[src/rtl/sobel_edge.sv]
// Sobel gradient magnitude and thresholded edge bit over a registered 3x3 window.
// Three-stage pipeline; windows that straddle a line or frame boundary are masked to zero.
module sobel_edge #(
  parameter int LINE_LEN  = 640,
  parameter int NUM_LINES = 480
) (
  input  logic       clk,
  input  logic       rst,
  input  logic       in_valid,
  input  logic       in_sof,
  input  logic [7:0] a0,
  input  logic [7:0] a1,
  input  logic [7:0] a2,
  input  logic [7:0] a7,
  input  logic [7:0] pix,
  input  logic [7:0] a3,
  input  logic [7:0] a6,
  input  logic [7:0] a5,
  input  logic [7:0] a4,
  input  logic [7:0] thresh,
  output logic       out_valid,
  output logic [7:0] edge_mag,
  output logic       edge_bit,
  output logic       out_sof
);

  localparam int CW = (LINE_LEN > 4) ? $clog2(LINE_LEN) : 2;
  localparam int RW = (NUM_LINES > 4) ? $clog2(NUM_LINES) : 2;
  localparam logic [CW-1:0] COL_LAST = CW'(LINE_LEN - 1);
  localparam logic [RW-1:0] ROW_LAST = RW'(NUM_LINES - 1);

  logic [CW-1:0] r_col;
  logic [RW-1:0] r_row;
  logic [CW-1:0] w_col;
  logic [RW-1:0] w_row;
  logic          w_mask;

  logic [10:0]        w_gxPos, w_gxNeg, w_gyPos, w_gyNeg;
  logic signed [10:0] w_gx, w_gy;
  logic signed [10:0] r_gx, r_gy;
  logic               r_valid1, r_sof1, r_mask1;

  logic [10:0] w_absGx, w_absGy, w_mag;
  logic [10:0] r_mag;
  logic        r_valid2, r_sof2, r_mask2;

  logic [7:0] w_sat;
  logic       w_unused;

  // The centre pixel carries zero weight in both kernels.
  assign w_unused = ^pix;

  assign w_col  = (in_valid && in_sof) ? '0 : r_col;
  assign w_row  = (in_valid && in_sof) ? '0 : r_row;
  assign w_mask = (w_col < CW'(2)) || (w_row < RW'(2));

  always_ff @(posedge clk or negedge rst) begin
    if (!rst) begin
      r_col <= '0;
      r_row <= '0;
    end else if (in_valid) begin
      if (w_col == COL_LAST) begin
        r_col <= '0;
        r_row <= (w_row == ROW_LAST) ? '0 : w_row + RW'(1);
      end else begin
        r_col <= w_col + CW'(1);
        r_row <= w_row;
      end
    end
  end

  assign w_gxPos = 11'(a2) + 11'({a3, 1'b0}) + 11'(a4);
  assign w_gxNeg = 11'(a0) + 11'({a7, 1'b0}) + 11'(a6);
  assign w_gyPos = 11'(a6) + 11'({a5, 1'b0}) + 11'(a4);
  assign w_gyNeg = 11'(a0) + 11'({a1, 1'b0}) + 11'(a2);
  assign w_gx    = w_gxPos - w_gxNeg;
  assign w_gy    = w_gyPos - w_gyNeg;

  always_ff @(posedge clk or negedge rst) begin
    if (!rst) begin
      r_gx     <= '0;
      r_gy     <= '0;
      r_valid1 <= 1'b0;
      r_sof1   <= 1'b0;
      r_mask1  <= 1'b0;
    end else begin
      r_gx     <= w_gx;
      r_gy     <= w_gy;
      r_valid1 <= in_valid;
      r_sof1   <= in_valid & in_sof;
      r_mask1  <= w_mask;
    end
  end

  assign w_absGx = r_gx[10] ? 11'(-r_gx) : r_gx;
  assign w_absGy = r_gy[10] ? 11'(-r_gy) : r_gy;
  assign w_mag   = w_absGx + w_absGy;

  always_ff @(posedge clk or negedge rst) begin
    if (!rst) begin
      r_mag    <= '0;
      r_valid2 <= 1'b0;
      r_sof2   <= 1'b0;
      r_mask2  <= 1'b0;
    end else begin
      r_mag    <= w_mag;
      r_valid2 <= r_valid1;
      r_sof2   <= r_sof1;
      r_mask2  <= r_mask1;
    end
  end

  assign w_sat = (r_mag > 11'd255) ? 8'hFF : r_mag[7:0];

  // Bubbles and masked windows both present an all-zero result.
  always_ff @(posedge clk or negedge rst) begin
    if (!rst) begin
      out_valid <= 1'b0;
      edge_mag  <= '0;
      edge_bit  <= 1'b0;
      out_sof   <= 1'b0;
    end else begin
      out_valid <= r_valid2;
      edge_mag  <= (r_valid2 && !r_mask2) ? w_sat : 8'd0;
      edge_bit  <= r_valid2 && !r_mask2 && (w_sat >= thresh);
      out_sof   <= r_valid2 & r_sof2;
    end
  end

endmodule

[config.mk]
export PLATFORM = sky130hd
export DESIGN_NAME = sobel_edge
export DESIGN_NICKNAME = d
export VERILOG_FILES = /design/src/rtl/sobel_edge.sv
export SDC_FILE = /design/constraint.sdc
export NUM_CORES = 1
export LEC_CHECK = 0
export CAP_MARGIN = 15
export CELL_PAD_IN_SITES_DETAIL_PLACEMENT = 1
export CELL_PAD_IN_SITES_GLOBAL_PLACEMENT = 2
export CORE_MARGIN = 5
export CORE_UTILIZATION = 31
export CTS_CLUSTER_SIZE = 12
export DETAILED_ROUTE_END_ITERATION = 10
export GPL_ROUTABILITY_DRIVEN = 0
export PLACE_DENSITY_LB_ADDON = 0.1
export SLEW_MARGIN = 25
export SYNTH_ARGS = -nofsm -noshare
export SYNTH_HDL_FRONTEND = slang
export SYNTH_SLANG_ARGS = --single-unit
[constraint.sdc]
create_clock -name clk -period 2.8 [get_ports clk]
set_clock_uncertainty 0.15 [all_clocks]
set_input_delay 0.28 -clock clk [delete_from_list [all_inputs] [get_ports clk]]
set_output_delay 0.28 -clock clk [all_outputs]
set_load 0.005 [all_outputs]
=== Word-level counts from Yosys, hierarchy flattened ===
Cells that the tools add are included.

* Register bits after elaboration: 69
* Input bits: 84
* Output and inout bits: 11
* Word-level logic and storage cells: 52

* $add $sub $neg: 15
* Magnitude comparators: 4
* Equal/unequal tests: 2
* Muxes and demuxes: 9
* Bitwise gates (word level): 2
* Reduce and logical (&&, ||, !) cells: 5

{| class="wikitable"
|+ Operators with widths
! kind !! number
|-
| 10-bit by 8-bit adder with 11-bit output || 4
|-
| 8-bit by 9-bit adder with 10-bit output || 4
|-
| 9-bit two-way mux || 3
|-
| 11-bit two-way mux || 2
|-
| 11-bit negator || 2
|-
| 11-bit subtractor || 2
|-
| 10-bit two-way mux || 2
|-
| 8-bit two-way mux || 2
|-
| 11-bit adder || 1
|-
| 11-bit by 8-bit > comparator with 1-bit output (second input constant) || 1
|-
| 10-bit by 1-bit adder with 10-bit output (second input constant) || 1
|-
| 10-bit == test (second input constant) || 1
|-
| 10-bit by 2-bit < comparator with 1-bit output (second input constant) || 1
|-
| 9-bit by 1-bit adder with 9-bit output (second input constant) || 1
|-
| 9-bit == test (second input constant) || 1
|-
| 9-bit by 2-bit < comparator with 1-bit output (second input constant) || 1
|-
| 8-bit greater-or-equal comparator || 1
|-
| 1-bit logical AND || 3
|-
| 1-bit bitwise AND || 2
|-
| 1-bit zero test || 1
|-
| 1-bit logical OR || 1
|}

=== Logic depth before layout (Yosys ltp) ===
* Depth in word-level cells: 5
* Gate-level depth with buffers: 14
* Gate-level depth less buffers: 14

=== Worst setup path after synthesis ===
No wires, ideal clock.

* Path type: input-to-reg
* Start point: input port a0[2]
* End point: register r_gx[9]
* Library setup time: 0.080 ns
* Data arrival time: 3.358 ns
* Data required time: 2.570 ns
* Path slack: -0.788 ns
* Cell stages on the path: 12
* Path buffers: 0
* Cell sequence: inv_1 fa_1 fa_1 inv_1 fa_1 inv_1 fa_1 a21o_1 a211oi_1 nor2b_1 o41ai_1 xnor2_1

* Longest elaborated chain between the ends: 3

{| class="wikitable"
|+ Ends and longest elaborated chain
! what !! line !! source
|-
| from (decl) || 11 || <nowiki>input logic [7:0] a0,</nowiki>
|-
| 8-bit by 9-bit adder with 10-bit output || 73 || <nowiki>assign w_gxNeg = 11'(a0) + 11'({a7, 1'b0}) + 11'(a6);</nowiki>
|-
| 10-bit by 8-bit adder with 11-bit output || 73 ||
|-
| 11-bit subtractor || 76 || <nowiki>assign w_gx = w_gxPos - w_gxNeg;</nowiki>
|-
| via w_gx[9] || 39 || <nowiki>logic signed [10:0] w_gx, w_gy;</nowiki>
|-
| to (signal assigned) || 87 || <nowiki>r_gx <= w_gx;</nowiki>
|-
| to (decl) || 40 || <nowiki>logic signed [10:0] r_gx, r_gy;</nowiki>
|}

The timed path passes the listed nets, and every way through them passes these cells.
A chain may end at the register's enable or synchronous reset.

=== Final worst setup path ===
* Start point: input port a0[0]
* End point: register r_gx[9]

The elaborated chain is that of the path after synthesis.

==> metrics.md <==
| Metric | Value |
|---|---|
| Outcome | `finished with violations` |
| Failing checks | `negative setup slack` |
| EDFF count, synth | `0` |
| CP Class | `in2reg` |
| Fin Setup TNS | `-4350 ps` |
| Hold slack | `197 ps` |
| Clk root buf | `clkbuf_16` |
| Initial antenna violation count | `0` |
| Largest net degree at the start of global routing | `34` |
| VDD IR max | `461 uV` |
| Unique masters post-synth | `51` |
| Vias/cell | `4.54` |
| Synth Instances | `622` |
| Warnings, synthesis | `0` |
| Final Hold Fails | `0` |
| Detailed placement HPWL | `12.3 mm` |
| Critical-path maximum fanout | `2` |
| Sequential fraction of the synthesis area | `29.0%` |
| Clk Latency, worst-skew pair | `340 ps` |
| RSZ-0062 raised after global routing | `true` |
| Yosys reg bits | `69` |
| Hold Path Class | `reg2reg` |
| CTS tree | `built` |
| Die ar. | `22,100 sq um` |
| CP Launch Type | `input port` |
| Total track usage | `14.4%` |
| I/O Buffers | `86` |
| Core box area | `18,800 sq um` |
| Die Y-Extent | `149 um` |
| Hold path start | `r_mask1` |
| CTS H-tree lvls | `3` |
| Post-synth ARST share | `100%` |
| Final setup violation count | `16` |
| # DRC | `0` |
| Dominant synthesized flop cell | `dfrtp_1` |
| Worst Tran Pin Value | `566 ps` |
| Residual overflow from global routing | `0` |
| Finished Cell Area | `8710 sq um` |
| First-pass GRT wire length | `26.2 mm` |
| Net Count, Synth | `815` |
| Fin util | `46.2%` |
| Worst reg2reg path startpoint | `r_gx[1]` |
| Layout cells sized above 1 | `34.9%` |
| Final Slew Violations | `0` |
| Post-route ant nets | `0` |
| Area grow syn2layout | `46.1%` |
| Vias in the first global route | `5,609` |
| Max-cap violations | `0` |
| Pleak | `4.11 nW` |
| Fmax | `0.301 GHz` |
| Pwr per Cell Area | `1200 nW/um^2` |
| Slew HR | `62.3%` |
| DR pass1 iterations | `4` |
| Minimum clock period | `3320 ps` |
| Initial DRC Count | `104` |
| Placed cell area | `7740 sq um` |
| Initial Util | `31.6%` |
| Avg Inst Size Synth | `9.58 sq um` |
| Die Width | `149 um` |
| Fill count | `2,112` |
| Worst path arrival time | `3380 ps` |
| Critical path required time | `2860 ps` |
| CP Launch Point | `a0[0]` |
| ANT cells | `0` |
| Synthesized area | `5960 sq um` |
| Top Ports | `95` |
| Row count | `50` |
| DR vias | `4,863` |
| CTS buffer count | `9` |
| Final worst slack | `-524 ps` |
| Reg clk slew, reported paths | `60 ps` |
| Routed WL | `15.6 mm` |
| Worst Setup End Kind | `flip-flop` |
| Period utilization | `119%` |
| Sink Count | `69` |
| Routed length per placed instance | `14.5 um` |
| Clock Tree Buf Depth | `2` |
| Nets@finish | `998` |
-- power by group --
part	switching, W	internal, W
Sequential	0.000251	0.00140
Combinational	0.00351	0.00406
Clock	0.000443	0.000774
-- area by class of cell --
class                   count  area (sq um)  area share, %
well taps                 260           325           3.74
repair buffers            180          1510           17.3
clock buffers               9           225           2.59
inverters                 162           633           7.27
flip-flops and latches     69          1730           19.8
multi-input cells         383          4200           48.2
clock inverters             7          90.1           1.03
-- layer usage --
layer	share of wire (%)	global-route usage [%]
met2	55	27.3
met5	0	0
met1	40	16.5
met3	2.7	2.29
met4	2.0	4.62
-- through the flow --
step	total power (W)	cells	setup WS [ps]
finish	0.0104	1070	-524
global route	0.0113	1070	-681
CTS	0.00937	1056	-524
detailed placement	0.00723	1018	-1330
global placement	0.00707	1018	-1260
floorplan	0.00543	622	-540
-- final timing paths --
path / depth (start not counted) / slack [ps] / to
max in group asynchronous: 3 / 1350 / r_gy[1]
min in group asynchronous: 2 / 320 / edge_bit
setup reg to reg: 11 / -40 / r_mag[9]
setup / recovery: 12 / -520 / r_gx[9]
hold / removal: 0 / 200 / r_mask2
hold reg to reg: 0 / 200 / r_mask2
-- layout by cell type (no fill, tap or decap), drive strengths merged, types with 4 or more instances in the layout --
| cell | netlist | routed |
|---|---|---|
| o21ai | 28 | 28 |
| clkdlybuf4s15 | 0 | 5 |
| clkinv | 1 | 4 |
| a21o | 11 | 11 |
| o21a | 6 | 6 |
| nor2b | 13 | 13 |
| nor2 | 15 | 15 |
| buf | 0 | 110 |
| fa | 63 | 63 |
| clkbuf | 8 | 25 |
| inv | 161 | 161 |
| nand3 | 9 | 9 |
| or4 | 4 | 4 |
| a21oi | 23 | 23 |
| dlygate4sd2 | 0 | 16 |
| xnor2 | 33 | 33 |
| nor4 | 9 | 9 |
| nand2b | 14 | 14 |
| xor2 | 7 | 7 |
| nor3 | 10 | 10 |
| nand2 | 23 | 23 |
| and2 | 5 | 5 |
| nand4 | 5 | 5 |
| a211oi | 5 | 5 |
| o22ai | 8 | 8 |
| o41ai | 6 | 6 |
| clkdlybuf4s50 | 0 | 30 |
| ha | 46 | 46 |
| o31ai | 4 | 4 |
| dfrtp | 69 | 69 |
-- logic make-up (layout without fill, tap and decap cells) --
group / after synthesis / after routing / share of synthesized area, %
AND/OR/NAND/NOR: 122 / 122 / 11.3
multiplexers: 2 / 2 / 0.357
buffers and inverters: 170 / 358 / 10.7
adder cells (fa/ha/maj): 109 / 109 / 30.8
XOR/XNOR: 40 / 40 / 5.88
flip-flops: 69 / 69 / 29.0
AO/OA/AOI/OAI: 110 / 110 / 12.0
-- cells in the mapped netlist (2+ instances only) --
| cell type | n | area [sq um] |
|---|---|---|
| nand4_1 | 5 | 31.3 |
| o21ai_0 | 28 | 140 |
| o41ai_1 | 6 | 52.6 |
| xor2_1 | 7 | 61.3 |
| dfrtp_1 | 69 | 1730 |
| a32o_1 | 2 | 20.0 |
| ha_1 | 46 | 576 |
| a21o_1 | 11 | 82.6 |
| nor3b_1 | 2 | 15.0 |
| nand3_1 | 9 | 45.0 |
| nor4_1 | 9 | 56.3 |
| nor2b_1 | 13 | 81.3 |
| nor4bb_1 | 2 | 20.0 |
| or4_1 | 3 | 22.5 |
| or3b_2 | 2 | 17.5 |
| clkbuf_1 | 8 | 30.0 |
| xnor2_1 | 33 | 289 |
| o31ai_1 | 4 | 30.0 |
| and3_1 | 2 | 12.5 |
| a211oi_1 | 5 | 37.5 |
| a21boi_0 | 2 | 15.0 |
| and2_1 | 5 | 31.3 |
| nor2_1 | 15 | 56.3 |
| nand2_1 | 23 | 86.3 |
| a31oi_1 | 2 | 12.5 |
| or2_2 | 2 | 12.5 |
| fa_1 | 63 | 1260 |
| and4_1 | 2 | 17.5 |
| nor3_1 | 10 | 50.1 |
| inv_1 | 161 | 604 |
| o21bai_1 | 2 | 15.0 |
| nand2b_1 | 14 | 87.6 |
| or3_1 | 3 | 18.8 |
| a21oi_1 | 23 | 115 |
| o22ai_1 | 8 | 50.1 |
| o21a_1 | 6 | 45.0 |
-- worst max-delay path, cell delays in order --
cell and delay [ps]:
buf_6 100, fa_1 560, inv_2 40, fa_2 330, fa_1 490, ha_4 200
fa_2 400, a21o_1 210, a211oi_2 200, nor2b_2 80, o41ai_2 370, xnor2_1 130
-- timing repair --
action,in CTS,in global routing
hold endpoints to repair,22,0
endpoints found under the setup margin,22,21
setup buffers,24,15
resized for setup,197,101
gates cloned,0,0
pin swaps,93,72
hold buffers,1,0
-- sequential cells by signal, indices dropped and copies added (netlist names), 8 cells and up --
register,count
r_gx,11
edge_mag,8
r_col,10
r_row,9
r_gy,11
r_mag,11
Note: power is estimated with default switching activity, not from simulation.
==> variant 1 (config.mk and constraints unchanged) <==
Reset style: synchronous (`rst`), changed in 4 clocked blocks.
--- a/src/rtl/sobel_edge.sv
+++ b/src/rtl/sobel_edge.sv
@@ -54,7 +54,7 @@
   assign w_row  = (in_valid && in_sof) ? '0 : r_row;
   assign w_mask = (w_col < CW'(2)) || (w_row < RW'(2));
 
-  always_ff @(posedge clk or negedge rst) begin
+  always_ff @(posedge clk) begin
     if (!rst) begin
       r_col <= '0;
       r_row <= '0;
@@ -76,7 +76,7 @@
   assign w_gx    = w_gxPos - w_gxNeg;
   assign w_gy    = w_gyPos - w_gyNeg;
 
-  always_ff @(posedge clk or negedge rst) begin
+  always_ff @(posedge clk) begin
     if (!rst) begin
       r_gx     <= '0;
       r_gy     <= '0;
@@ -96,7 +96,7 @@
   assign w_absGy = r_gy[10] ? 11'(-r_gy) : r_gy;
   assign w_mag   = w_absGx + w_absGy;
 
-  always_ff @(posedge clk or negedge rst) begin
+  always_ff @(posedge clk) begin
     if (!rst) begin
       r_mag    <= '0;
       r_valid2 <= 1'b0;
@@ -113,7 +113,7 @@
   assign w_sat = (r_mag > 11'd255) ? 8'hFF : r_mag[7:0];
 
   // Bubbles and masked windows both present an all-zero result.
-  always_ff @(posedge clk or negedge rst) begin
+  always_ff @(posedge clk) begin
     if (!rst) begin
       out_valid <= 1'b0;
       edge_mag  <= '0;
Function: differs if rst is asserted again (counterexample within 4 cycles, from zero or initial values and one cycle with rst low); with rst held inactive, the same outputs for 10 cycles.
==> variant 1 against the unedited design <==
- the run still ends with setup timing left
- area after synthesis shrank 2.2%
- clock power shrank 17%
- via count grew 2.0%
- routed wire length shrank 5.2%
- count of clock-buffer cells in the layout grew 1
- worst setup slack lost 0.077 ns
- final cell count shrank 0.37%
- largest power group unchanged
- sequential cell count is the same
- synthesized cell count grew 7.6%
- worst hold slack gained 0.085 ns
- total power shrank 21%
- non-clock buffer count shrank 19
- design area shrank 5.3%
==> variant 1: results (changes against the unedited design) <==
{
  "power.switching_fraction": {"value": 39.9, "unit": "%", "change": "-0.38 points"},
  "drt-wirelength-per-cell": {"value": 13.8, "unit": "microns", "change": "-4.8%"},
  "setup_viol": {"value": 16, "change": "unchanged"},
  "hold-path-endpoint": "r_valid2$_SDFF_PN0_",
  "dpl-instance-area": {"value": 0.00752, "unit": "sq mm", "change": "-2.9%"},
  "synth_fa_ha_area_share": {"value": 31.5, "unit": "%", "change": "+0.70 points"},
  "ir_drop": {"value": 377, "unit": "uV", "change": "-18%"},
  "failed_checks": "setup timing",
  "cts_setup_buffers": {"value": 9, "change": "-63%"},
  "grt_start_max_net_pins": {"value": 22, "change": "-35%"},
  "drt-initial-drc-count": {"value": 88, "change": "-15%"},
  "synth_area_per_cell": {"value": 8.71, "unit": "sq um", "change": "-9.1%"},
  "routed-via-count": {"value": 4962, "change": "+2.0%"},
  "final_critical_path_setup_slack": {"value": -0.600, "unit": "ns", "change": "-0.0766 ns"},
  "synthMuxAreaShare": {"value": 0.687, "unit": "%", "change": "+0.33 points"},
  "yosys.area_share.xor_xnor": {"value": 4.96, "unit": "%", "change": "-0.92 points"},
  "cts.repair.resized": {"value": 161, "change": "-18%"},
  "layout-drive-gt1-share": {"value": 26.7, "unit": "%", "change": "-8.3 points"},
  "status": "complete, but fails checks",
  "endpoint": "r_gx[9]$_SDFF_PN0_",
  "timing.rr.end": "r_mag[9]$_SDFF_PN0_",
  "synth_fp_nets": {"value": 862, "change": "+5.8%"},
  "synth_async_sr_flop_share": {"value": 0, "unit": "%", "change": "-100 points"},
  "worstHoldStart": "r_valid1$_SDFF_PN0_",
  "min_delay_path_depth": {"value": 1, "change": "+1"},
  "dp_slack": {"value": -1.53, "unit": "ns", "change": "-0.195 ns"},
  "synth.top_cells.by_count": "sky130_fd_sc_hd__inv_1, sky130_fd_sc_hd__dfxtp_1, sky130_fd_sc_hd__fa_1, sky130_fd_sc_hd__ha_1, sky130_fd_sc_hd__nor2_1",
  "synthFlopType": "sky130_fd_sc_hd__dfxtp_1",
  "slew-limit-headroom": {"value": 62.7, "unit": "%", "change": "+0.39 points"}
}
-- variant 1: layout make-up --
cell class                      count  area, sq um  area share [%]
Clock buffer                       10          229            2.78
Clock inverter                      6         40.0           0.486
Inverter                          139          552            6.70
Multi-Input combinational cell    447         4330            52.5
Sequential cell                    69         1380            16.8
Tap cell                          234          293            3.55
Timing Repair Buffer              161         1420            17.2
-- variant 1: layer usage --
| metal | global-route usage, % | up-vias | share of wire [%] |
|---|---|---|---|
| li1 | - | 2461 | - |
| met1 | 16.4 | 2382 | 43 |
| met2 | 26.0 | 100 | 53 |
| met3 | 2.19 | 19 | 3.3 |
| met4 | 3.36 | 0 | 1.4 |
| met5 | 0 | - | 0 |
-- variant 1: power by group through the flow --
stage | registers [uW] | clock network (uW) | logic (uW)
final | 1360 | 1010 | 5870
after detailed placement | 1370 | 0 | 4710
after global placement | 1370 | 0 | 4590
after CTS | 1360 | 1050 | 5450
after floorplan | 1320 | 0 | 3180
after global routing | 1380 | 1080 | 6530
==> variant 2 (same settings) <==
Without the edit above. Set the parameter `LINE_LEN` to 1280 (it was 640).
--- a/src/rtl/sobel_edge.sv
+++ b/src/rtl/sobel_edge.sv
@@ -1,7 +1,7 @@
 // Sobel gradient magnitude and thresholded edge bit over a registered 3x3 window.
 // Three-stage pipeline; windows that straddle a line or frame boundary are masked to zero.
 module sobel_edge #(
-  parameter int LINE_LEN  = 640,
+  parameter int LINE_LEN  = 1280,
   parameter int NUM_LINES = 480
 ) (
   input  logic       clk,
Formal check against the unedited RTL: no difference found for any inputs over 10 cycles, from zero or initial values and one cycle with rst low; that may be too few to reach the edited logic, so the function may still have changed.
==> variant 2 against the unedited design <==
- the flow still finishes with violations (setup timing)
- clock power is 16% lower
- count of clock-buffer cells in the layout is 6 higher
- area after synthesis is 0.50% higher
- worst setup slack worse by 0.021 ns
- combinational power is 6.9% lower
- die area is 0.47% higher
- core utilization is 0.66 points lower
- routed wire length is 2.7% lower
- non-clock buffer count is 7 lower
- sequential cell count is 1 higher
- sequential share of layout area is 0.52 points higher
- design area is 1.1% lower
- total power is 7.1% lower
- critical path type unchanged
- largest cell class unchanged
==> variant 2: results (changes against the unedited design) <==
{
  "grt_use_met3": {"value": 2.73, "unit": "%", "change": "+0.45 points"},
  "layout-drive-gt1-share": {"value": 32.8, "unit": "%", "change": "-2.1 points"},
  "globalRouteMet1Util": {"value": 16.2, "unit": "%", "change": "-0.21 points"},
  "synth.top_cells.by_count": "sky130_fd_sc_hd__inv_1, sky130_fd_sc_hd__dfrtp_1, sky130_fd_sc_hd__fa_1, sky130_fd_sc_hd__ha_1, sky130_fd_sc_hd__nand2_1",
  "p_leak": {"value": 0.00418, "unit": "uW", "change": "+1.5%"},
  "ys_seq_area_share": {"value": 29.2, "unit": "%", "change": "+0.27 points"},
  "antenna_violations_before_repair": {"value": 0, "change": "unchanged"},
  "routed-via-count": {"value": 4768, "change": "-2.0%"},
  "drt-initial-drc-count": {"value": 120, "change": "+15%"},
  "met1Wirelength": {"value": 6230, "unit": "microns", "change": "-0.72%"},
  "grt.total_usage": {"value": 14.1, "unit": "%", "change": "-0.37 points"},
  "synth_fp_nets": {"value": 819, "change": "+0.49%"},
  "cts.repair.resized": {"value": 213, "change": "+8.1%"},
  "worst-endpoint-arrival": {"value": 3.41, "unit": "ns", "change": "+0.03 ns"},
  "ctsLongestPathBuffers": {"value": 2, "change": "unchanged"},
  "met2_wirelength": {"value": 8360, "unit": "microns", "change": "-2.3%"},
  "nets": {"value": 996, "change": "-0.20%"},
  "cts_setup_buffers": {"value": 10, "change": "-58%"},
  "setup_viol": {"value": 13, "change": "-3"},
  "dpl.hpwl": {"value": 12200, "unit": "microns", "change": "-1.4%"},
  "top_layer_used": "met4",
  "tightestPinTransition": {"value": 0.595, "unit": "ns", "change": "+0.0295 ns"},
  "final_critical_path_setup_slack": {"value": -0.545, "unit": "ns", "change": "-0.0215 ns"},
  "tritoncts.num_buffers": {"value": 9, "change": "unchanged"},
  "synth_area_leaders": "sky130_fd_sc_hd__dfrtp_1, sky130_fd_sc_hd__fa_1, sky130_fd_sc_hd__inv_1",
  "ir_drop": {"value": 443, "unit": "uV", "change": "-3.9%"},
  "grt_pass1_vias": {"value": 5418, "change": "-3.4%"},
  "dp_slack": {"value": -1.47, "unit": "ns", "change": "-0.140 ns"},
  "detailroute.wirelength.met3": {"value": 460, "unit": "microns", "change": "+9.5%"},
  "grt_first_pass_wirelength": {"value": 25400, "unit": "microns", "change": "-2.7%"},
  "cp_max_fo": {"value": 2, "change": "unchanged"},
  "status": "complete, but fails checks",
  "synth_async_sr_flop_share": {"value": 100, "unit": "%", "change": "unchanged"},
  "drt-wirelength-per-cell": {"value": 14.2, "unit": "microns", "change": "-2.5%"},
  "failed_checks": "setup timing",
  "grtUsageMet2": {"value": 26.6, "unit": "%", "change": "-0.71 points"},
  "grt_start_max_net_pins": {"value": 47, "change": "+38%"},
  "netlist-cell-type-count": {"value": 52, "change": "+2.0%"}
}
## variant 2: cell count changes after synthesis, moves of 5 or more
cell	before	now
sky130_fd_sc_hd__o21ai_0	28	15
sky130_fd_sc_hd__o22ai_1	8	3
sky130_fd_sc_hd__nor2_1	15	31
sky130_fd_sc_hd__inv_1	161	156
sky130_fd_sc_hd__o21ai_1	0	8
sky130_fd_sc_hd__nor4_1	9	4
sky130_fd_sc_hd__nand2_1	23	36
## variant 2: layout make-up
cell class	instances	area [sq um]
Sequential cell	70	1750
Inverter	156	606
Multi-Input combinational cell	393	4150
Clock buffer	15	258
Timing Repair Buffer	173	1520
Fill cell	2150	10300
Tap cell	260	325
Clock inverter	1	5.00
## variant 2: cells by family (layout without fill, tap and decap cells)
kind of cell | Yosys count | in the layout | share of synthesized area [%]
simple gates | 148 | 148 | 13.3
buf+inv | 163 | 345 | 10.2
mux | 4 | 4 | 0.689
flops | 70 | 70 | 29.2
compound gates | 93 | 93 | 10.2
fa+ha+maj | 109 | 109 | 30.7
xor+xnor | 39 | 39 | 5.70
## variant 2: through the flow
step	TNS (ns)	power, uW	instances	area [sq um]	util [%]
floorplan	-4.62	5230	626	6120	-
CTS	-4.25	9140	1056	8350	44.2
detailed placement	-19.47	7100	1030	7770	41.1
global placement	-18.22	6960	1030	7770	41.1
global route	-5.49	10500	1068	8610	45.6
finish	-3.96	9690	1068	8610	45.6
## variant 2: final timing paths
check	cells after the start	to	slack [ns]	start
max	13	r_gy[8]$_DFF_PN0_	-0.55	a5[1]
min	0	r_valid2$_DFF_PN0_	0.21	r_valid1$_DFF_PN0_
max reg2reg	9	r_mag[10]$_DFF_PN0_	-0.02	r_gx[4]$_DFF_PN0_
min reg2reg	0	r_valid2$_DFF_PN0_	0.21	r_valid1$_DFF_PN0_
max in group asynchronous	3	r_gx[1]$_DFF_PN0_	1.49	rst
min in group asynchronous	2	edge_mag[0]$_DFF_PN0_	0.35	rst
## variant 2: power by group
part | internal (uW) | total (uW) | switching (uW)
registers | 1360 | 1610 | 244
clock network | 624 | 1030 | 406
logic | 3820 | 7050 | 3230
total | 5810 | 9690 | 3880
## variant 2: worst max-delay path, stage by stage
cell and delay, ns:
sky130_fd_sc_hd__buf_6 0.09, sky130_fd_sc_hd__fa_1 0.50, sky130_fd_sc_hd__fa_1 0.56, sky130_fd_sc_hd__inv_2 0.04, sky130_fd_sc_hd__fa_1 0.52, sky130_fd_sc_hd__inv_2 0.06, sky130_fd_sc_hd__ha_4 0.21, sky130_fd_sc_hd__a21o_1 0.18
sky130_fd_sc_hd__a21oi_2 0.19, sky130_fd_sc_hd__o21ai_2 0.08, sky130_fd_sc_hd__o41a_1 0.38, sky130_fd_sc_hd__buf_4 0.15, sky130_fd_sc_hd__xor2_1 0.15
